## src/rtl/pkt_meta_joiner.sv

```systemverilog
// Pairs one metadata word with each packet and emits a registered stream with that meta on every beat.
// Optional PKT_META_LEN_CHECK_EN checks the packet byte length against a 16b field in meta.
module pkt_meta_joiner #(
   parameter int DATA_W  = 512,
   parameter int META_W  = 64,
   parameter int LEN_LSB = 0,
   localparam int EMPTY_W = $clog2(DATA_W/8)
) (
   input  logic               clk,
   input  logic               rst,
   input  logic               in_pkt_sop,
   input  logic               in_pkt_eop,
   input  logic [DATA_W-1:0]  in_pkt_data,
   input  logic [EMPTY_W-1:0] in_pkt_empty,
   input  logic               in_pkt_valid,
   output logic               in_pkt_ready,
   input  logic [META_W-1:0]  in_meta_data,
   input  logic               in_meta_valid,
   output logic               in_meta_ready,
   output logic               out_sop,
   output logic               out_eop,
   output logic [DATA_W-1:0]  out_data,
   output logic [EMPTY_W-1:0] out_empty,
   output logic [META_W-1:0]  out_meta,
   output logic               out_valid,
   input  logic               out_ready,
`ifdef PKT_META_LEN_CHECK_EN
   output logic               out_len_err,
`endif
   output logic [31:0]        stats_pkt,
   output logic [31:0]        stats_err
);

   typedef enum logic {IDLE, BODY} state_t;

   state_t state, state_nxt;
   logic   load_ok, load, join_sop, drop_err, sop_err, len_err;
   logic   pkt_acc;
   logic [1:0] err_inc;

   assign load_ok = ~out_valid | out_ready;

   always_ff @(posedge clk) begin
      if (rst) state <= IDLE;
      else     state <= state_nxt;
   end

   always_comb begin
      state_nxt = state;
      case (state)
         IDLE: if (pkt_acc & in_pkt_sop & ~in_pkt_eop) state_nxt = BODY;
         BODY: if (pkt_acc & in_pkt_eop)               state_nxt = IDLE;
         default: state_nxt = IDLE;
      endcase
   end

   always_comb begin
      in_pkt_ready  = 1'b0;
      in_meta_ready = 1'b0;
      pkt_acc       = 1'b0;
      load          = 1'b0;
      join_sop      = 1'b0;
      drop_err      = 1'b0;
      sop_err       = 1'b0;
      case (state)
         IDLE: begin
            // A sop beat is only taken together with its meta; orphan beats are swallowed.
            in_pkt_ready  = load_ok & (in_meta_valid | ~in_pkt_sop);
            in_meta_ready = load_ok & in_pkt_valid & in_pkt_sop & in_meta_valid;
            pkt_acc       = in_pkt_valid & in_pkt_ready;
            join_sop      = pkt_acc & in_pkt_sop;
            drop_err      = pkt_acc & ~in_pkt_sop;
            load          = join_sop;
         end
         BODY: begin
            in_pkt_ready = load_ok;
            pkt_acc      = in_pkt_valid & in_pkt_ready;
            load         = pkt_acc;
            sop_err      = pkt_acc & in_pkt_sop;
         end
         default: ;
      endcase
   end

`ifdef PKT_META_LEN_CHECK_EN
   localparam logic [15:0] BEAT_B = 16'(DATA_W/8);
   logic [15:0] byte_cnt, byte_sum, meta_len;

   always_comb begin
      byte_sum = (join_sop ? 16'd0 : byte_cnt)
               + (in_pkt_eop ? BEAT_B - 16'(in_pkt_empty) : BEAT_B);
      meta_len = join_sop ? in_meta_data[LEN_LSB +: 16] : out_meta[LEN_LSB +: 16];
      len_err  = load & in_pkt_eop & (byte_sum != meta_len);
   end

   always_ff @(posedge clk) begin
      if (rst) begin
         byte_cnt    <= '0;
         out_len_err <= 1'b0;
      end else if (load) begin
         byte_cnt    <= byte_sum;
         out_len_err <= len_err;
      end
   end
`else
   assign len_err = 1'b0;
`endif

   assign err_inc = {1'b0, drop_err} + {1'b0, sop_err} + {1'b0, len_err};

   always_ff @(posedge clk) begin
      if (rst) begin
         out_valid <= 1'b0;
         out_sop   <= 1'b0;
         out_eop   <= 1'b0;
         out_data  <= '0;
         out_empty <= '0;
         out_meta  <= '0;
         stats_pkt <= '0;
         stats_err <= '0;
      end else begin
         out_valid <= load | (out_valid & ~out_ready);
         if (load) begin
            // A sop seen inside a packet is passed through as a body beat.
            out_sop   <= in_pkt_sop & (state == IDLE);
            out_eop   <= in_pkt_eop;
            out_data  <= in_pkt_data;
            out_empty <= in_pkt_empty;
         end
         if (join_sop) begin
            out_meta  <= in_meta_data;
            stats_pkt <= stats_pkt + 32'd1;
         end
         stats_err <= stats_err + 32'(err_inc);
      end
   end

endmodule

```

## config.mk

```make
export PLATFORM = sky130hd
export DESIGN_NAME = pkt_meta_joiner
export DESIGN_NICKNAME = d
export VERILOG_FILES = /design/src/rtl/pkt_meta_joiner.sv
export SDC_FILE = /design/constraint.sdc
export NUM_CORES = 1
export LEC_CHECK = 0
export ABC_AREA = 1
export BUFFER_PORTS_ARGS = -buffer_cell sky130_fd_sc_hd__buf_4
export CORE_AREA = 5 5 485 487
export DETAILED_ROUTE_END_ITERATION = 16
export DIE_AREA = 0 0 490 492
export PLACE_DENSITY_LB_ADDON = 0.1
export SETUP_SLACK_MARGIN = 0.15
export SYNTH_ARGS = -nofsm -noshare
export SYNTH_HDL_FRONTEND = slang
export SYNTH_SLANG_ARGS = --single-unit
```

## constraint.sdc

```tcl
create_clock -name clk -period 7.1 [get_ports clk]
set_input_delay 0.71 -clock clk [delete_from_list [all_inputs] [get_ports clk]]
set_output_delay 0.71 -clock clk [all_outputs]
set_load 0.01 [all_outputs]
```

=== Word level (Yosys, flattened, before mapping) ===
Cells that the tools add are included.

* Flip-flop bits (word level): 650
* Bits in latches: 0
* Memory bits (writable): 0
* ROM bits: 0
* Bits of input ports: 589
* Output and inout port bits: 651
* Logic and storage cells: 42
* Memories kept: 0

* Add/sub/neg operators: 3
* Multipliers: 0
* Div/mod/pow operators: 0
* $lt $le $gt $ge: 0
* Eq/ne operators: 0
* Shift operators: 0
* Multiplexer cells: 10
* Bitwise gates (word level): 20
* Reductions and logical operators: 0

{| class="wikitable"
|+ Operators by type and width
! operator !! count
|-
| $add 32x1->32 const B || 1
|-
| $add 32x2->32 || 1
|-
| $and 1x1->1 || 12
|-
| $pmux 1 s2 || 4
|-
| $mux 1 || 6
|-
| $not 1->1 || 5
|-
| $or 1x1->1 || 3
|-
| $add 1x1->2 || 1
|}

=== Depth between registers and ports, before layout ===
* Depth after elaboration: 9
* Gate-level depth with buffers: 17
* Mapped depth without buffers: 17

=== Least setup slack after synthesis ===
Ideal clock, no wire load.

* Path kind: input to register
* Start point: input port out_ready
* End point: register stats_err[10]
* Setup time: 0.128 ns
* Arrival time: 2.741 ns
* Required time: 6.972 ns
* Slack: 4.231 ns
* Stages on the path: 16
* Buffers on the path: 0
* Cell sequence: inv_1 > nand2_1 > nand2_1 > inv_1 > nand2_1 > fa_1 > inv_1 > ha_1 > nand2_1 > nor2_1 > inv_1 > nor2_1 > inv_1 > nor2_1 > xor2_1 > nor2_1

* Word-level cells in the longest chain between the ends: 7
* Elaborated cells on any way between the ends: 10
* Classes of those cells: 2 x add/sub; 2 x mux; 6 x bitwise

{| class="wikitable"
|+ Ends and longest elaborated chain
! element !! line !! source
|-
| start: declaration || 26 || <nowiki>input logic out_ready,</nowiki>
|-
| $or 1x1->1 * || 41 || <nowiki>assign load_ok = ~out_valid | out_ready;</nowiki>
|-
| $and 1x1->1 || 68 || <nowiki>in_pkt_ready = load_ok & (in_meta_valid | ~in_pkt_sop);</nowiki>
|-
| $and 1x1->1 || 70 || <nowiki>pkt_acc = in_pkt_valid & in_pkt_ready;</nowiki>
|-
| $and 1x1->1 || 72 || <nowiki>drop_err = pkt_acc & ~in_pkt_sop;</nowiki>
|-
| $mux 1 || 65 || <nowiki>case (state)</nowiki>
|-
| $add 1x1->2 * || 109 || <nowiki>assign err_inc = {1'b0, drop_err} + {1'b0, sop_err} + {1'b0, len_err};</nowiki>
|-
| $add 32x2->32 * || 134 || <nowiki>stats_err <= stats_err + 32'(err_inc);</nowiki>
|-
| end signal: assignment || 134 ||
|-
| end: declaration || 31 || <nowiki>output logic [31:0] stats_err</nowiki>
|}

Every way passes the cells marked *; elsewhere a longest branch is shown, timed or not.
A chain may end at the register's enable or synchronous reset.

=== Worst setup path in the final report ===
* Start point: register state
* End point: output port in_meta_ready

* Word-level cells in the longest chain between the ends: 1

{| class="wikitable"
|+ Ends and longest elaborated chain
! element !! line !! source
|-
| start: declaration || 36 || <nowiki>state_t state, state_nxt;</nowiki>
|-
| start signal: assignment || 45 || <nowiki>else state <= state_nxt;</nowiki>
|-
| $mux 1 || 65 ||
|-
| end: declaration || 19 || <nowiki>output logic in_meta_ready,</nowiki>
|}

No other way between the ends.

==> impl_metrics.yaml <==
routing:
  drc: 0
  drt_iter0_drc: 1231
  drt_wl_total_um: 163000
  ant_nets: 0
  viasPerCell: 3.40
  first_pass_iters: 5
  dr_total_vias: 25000
  wl_per_cell_um: 22.1
job:
  maxCapViolCount: 0
floorplanning:
  die_area_um2: 241000
  core_um2: 231000
  core.rowCount: 177
  die_h_um: 492
  die_w_um: 490
  ioPinCount: 1240
  start_util: 0.101
finish:
  multi_input_comb_area_um2: 9140
  syn_to_final_growth_pct: 67.0
  register_area_um2: 13000
  utilization: 0.169
  nNetsFinal: 4830
  drive_gt1_frac: 0.327
  fill_cells: 26400
clocking:
  cts.path.max_buffers: 3
  cts_resized: 0
  root_buffer: "clkbuf_16"
  numClockSinks: 650
  h-tree-depth: 3
  clock_latency_ns: 0.73
  ctsHoldBuffers: 0
  clkTransAtPathRegs_ns: 0.06
  cts_tree: "yes"
  post_cts_buffers: 0
  numCtsBuffers: 94
synthesis:
  syn_avg_cell_area_um2: 7.56
  syn_nets: 3676
  netlist_area_um2: 23300
  ys_types: 24
  yosysSeqAreaShare: 0.558
  syn_inst: 3084
  ys_seq_elements: 650
  yosysWarnings: 0
sta:
  hold_viol: 0
  setup_viol: 0
  slew_viol_final: 0
  period_minus_slack_ns: 3.77
  fin_crit_sh: 0.531
  skew_ns: 0.0308
  relSlewSlack: 0.238
  tightestPinTransition_ns: 1.14
  fin_setup_tns_ns: 0
  max_freq_ghz: 0.265
  rsz0062_at_grt: "false"
setup_path:
  cp.arrival_ns: 3.06
  crit_type: "flop to output pin"
  path_common_cell: "buf_4"
  max_stage_delay_ns: 0.80
  required_ns: 6.39
  critPathSlowestCell: "nor2_4"
  cp_max_fo: 46
  worstSetupEndpointType: "output pin"
  cp-start-kind: "flop"
  path_cells: "inv_1 > nand3_1 > nor2_4 > buf_4 > buf_4"
  r2r_cells: 15
worst_hold_path:
  holdPathStages: 3
  worstHoldPathType: "input port to flop"
global_routing:
  grt_first_pass_wirelength_um: 219000
  grt_pass1_vias: 25000
  antenna_found_initial: 60
  grt-ovfl-total: 0
  track_usage: 0.129
  grt_max_degree: 151
placed_design:
  dpl.hpwl_um: 124000
  port_buffers: 1239
  gp_congestion: 0.779
power_and_ir_drop:
  p_per_area_nw_per_um2: 255
  leakage_nw: 15.9
  ir_worst_vdd_v: 0.000201
run_status:
  status: "finished clean"
-- cells in the mapped netlist --
library cell / number / area share
nand2_1: 1173 / 0.19
dfxtp_1: 650 / 0.56
a21oi_1: 562 / 0.12
nor2_1: 235 / 0.038
buf_2: 108 / 0.023
clkbuf_1: 91 / 0.015
o21ai_0: 89 / 0.019
inv_1: 77 / 0.012
nand3_1: 41 / 0.0088
nor3_1: 19 / 0.0041
nand4_1: 14 / 0.0038
xor2_1: 5 / 0.0019
nand3b_1: 4 / 0.0013
o21a_1: 3 / 0.00097
buf_1: 2 / 0.00032
ha_1: 2 / 0.0011
inv_2: 2 / 0.00032
a21oi_2: 1 / 0.00038
a31oi_1: 1 / 0.00027
and3_1: 1 / 0.00027
fa_1: 1 / 0.00086
nor2_2: 1 / 0.00027
nor3b_1: 1 / 0.00032
xnor2_1: 1 / 0.00038
-- report_power, final --
group          leakage (nW)  internal (mW)  total, mW  switching (mW)
sequential             5.29           3.81       3.91          0.0933
combinational          9.08          0.522       1.16           0.641
clock                  1.51           2.82       4.84            2.02
total                  15.9           7.16       9.91            2.75
-- worst max-delay path, delay by kind of cell (launching register included) --
family | cells | cell delay (ns)
and+or+nand+nor | 2 | 1.01
buffers and inverters | 3 | 0.94
DFF | 1 | 0.34
-- cell usage in the layout (no fill, tap or decap), types with 2 or more instances in the layout --
cell type	synthesis	final
a21oi_1	562	562
buf_12	0	6
buf_4	0	1252
bufinv_16	0	3
clkbuf_1	91	21
clkbuf_16	0	95
clkbuf_8	0	24
clkinv_16	0	3
clkinv_2	0	11
clkinvlp_4	0	4
dfxtp_1	650	650
diode_2	0	14
ha_1	2	2
inv_1	77	77
inv_16	0	2
nand2_1	1173	1172
nand3_1	41	41
nand3b_1	4	4
nand4_1	14	14
nor2_1	235	235
nor3_1	19	19
o21a_1	3	3
o21ai_0	89	89
xor2_1	5	5
-- layout make-up --
type,count,share of cell area
Sequential cell,650,0.334
Timing Repair Buffer,1259,0.245
Multi-Input combinational cell,2154,0.235
Tap cell,3043,0.0978
Clock buffer,140,0.0716
Clock inverter,24,0.00826
Inverter,79,0.00781
Antenna cell,14,0.000900
-- logic make-up after synthesis --
group           count (synthesis)  synth area share
simple gates                 1489             0.245
fa+ha+maj                       3           0.00193
buf+inv                       280            0.0509
compound gates                656             0.141
xor+xnor                        6           0.00225
flops                         650             0.558
-- layer usage --
layer	track usage	vias to the layer above	routed length [um]
li1	-	12200	-
met1	0.133	11700	59500
met2	0.233	867	82800
met3	0.0640	216	16500
met4	0.0280	48	3610
met5	0	-	267
-- flip-flops by register name, indices dropped and copies added, names as in the netlist --
register,count
stats_pkt,32
stats_err,32
out_data,512
out_valid,1
out_sop,1
out_meta,64
out_eop,1
out_empty,6
state,1
-- worst paths after layout --
check,to,startpoint,slack [ns]
setup / recovery,in_meta_ready,state,3.33
hold / removal,out_meta[11],in_meta_data[11],0.20
setup reg to reg,stats_err[10],out_valid,4.08
hold reg to reg,out_data[1],out_data[1],0.46
-- stage by stage --
step / hold WS [ns] / cell area [um2] / power, mW / cells / setup WS (ns)
6_report: 0.201 / 38900 / 9.91 / 7363 / 3.33
5_1_grt: 0.120 / 38900 / 10.4 / 7351 / 3.06
4_1_cts: 0.0891 / 38900 / 10.2 / 7349 / 3.22
3_5_place_dp: 0.453 / 35800 / 5.20 / 7185 / 3.54
3_3_place_gp: 0.449 / 35800 / 5.20 / 7185 / 3.46
2_1_floorplan: 0.482 / 23300 / 4.40 / 3084 / 4.23
No activity file was read; power rests on OpenSTA's default activity.
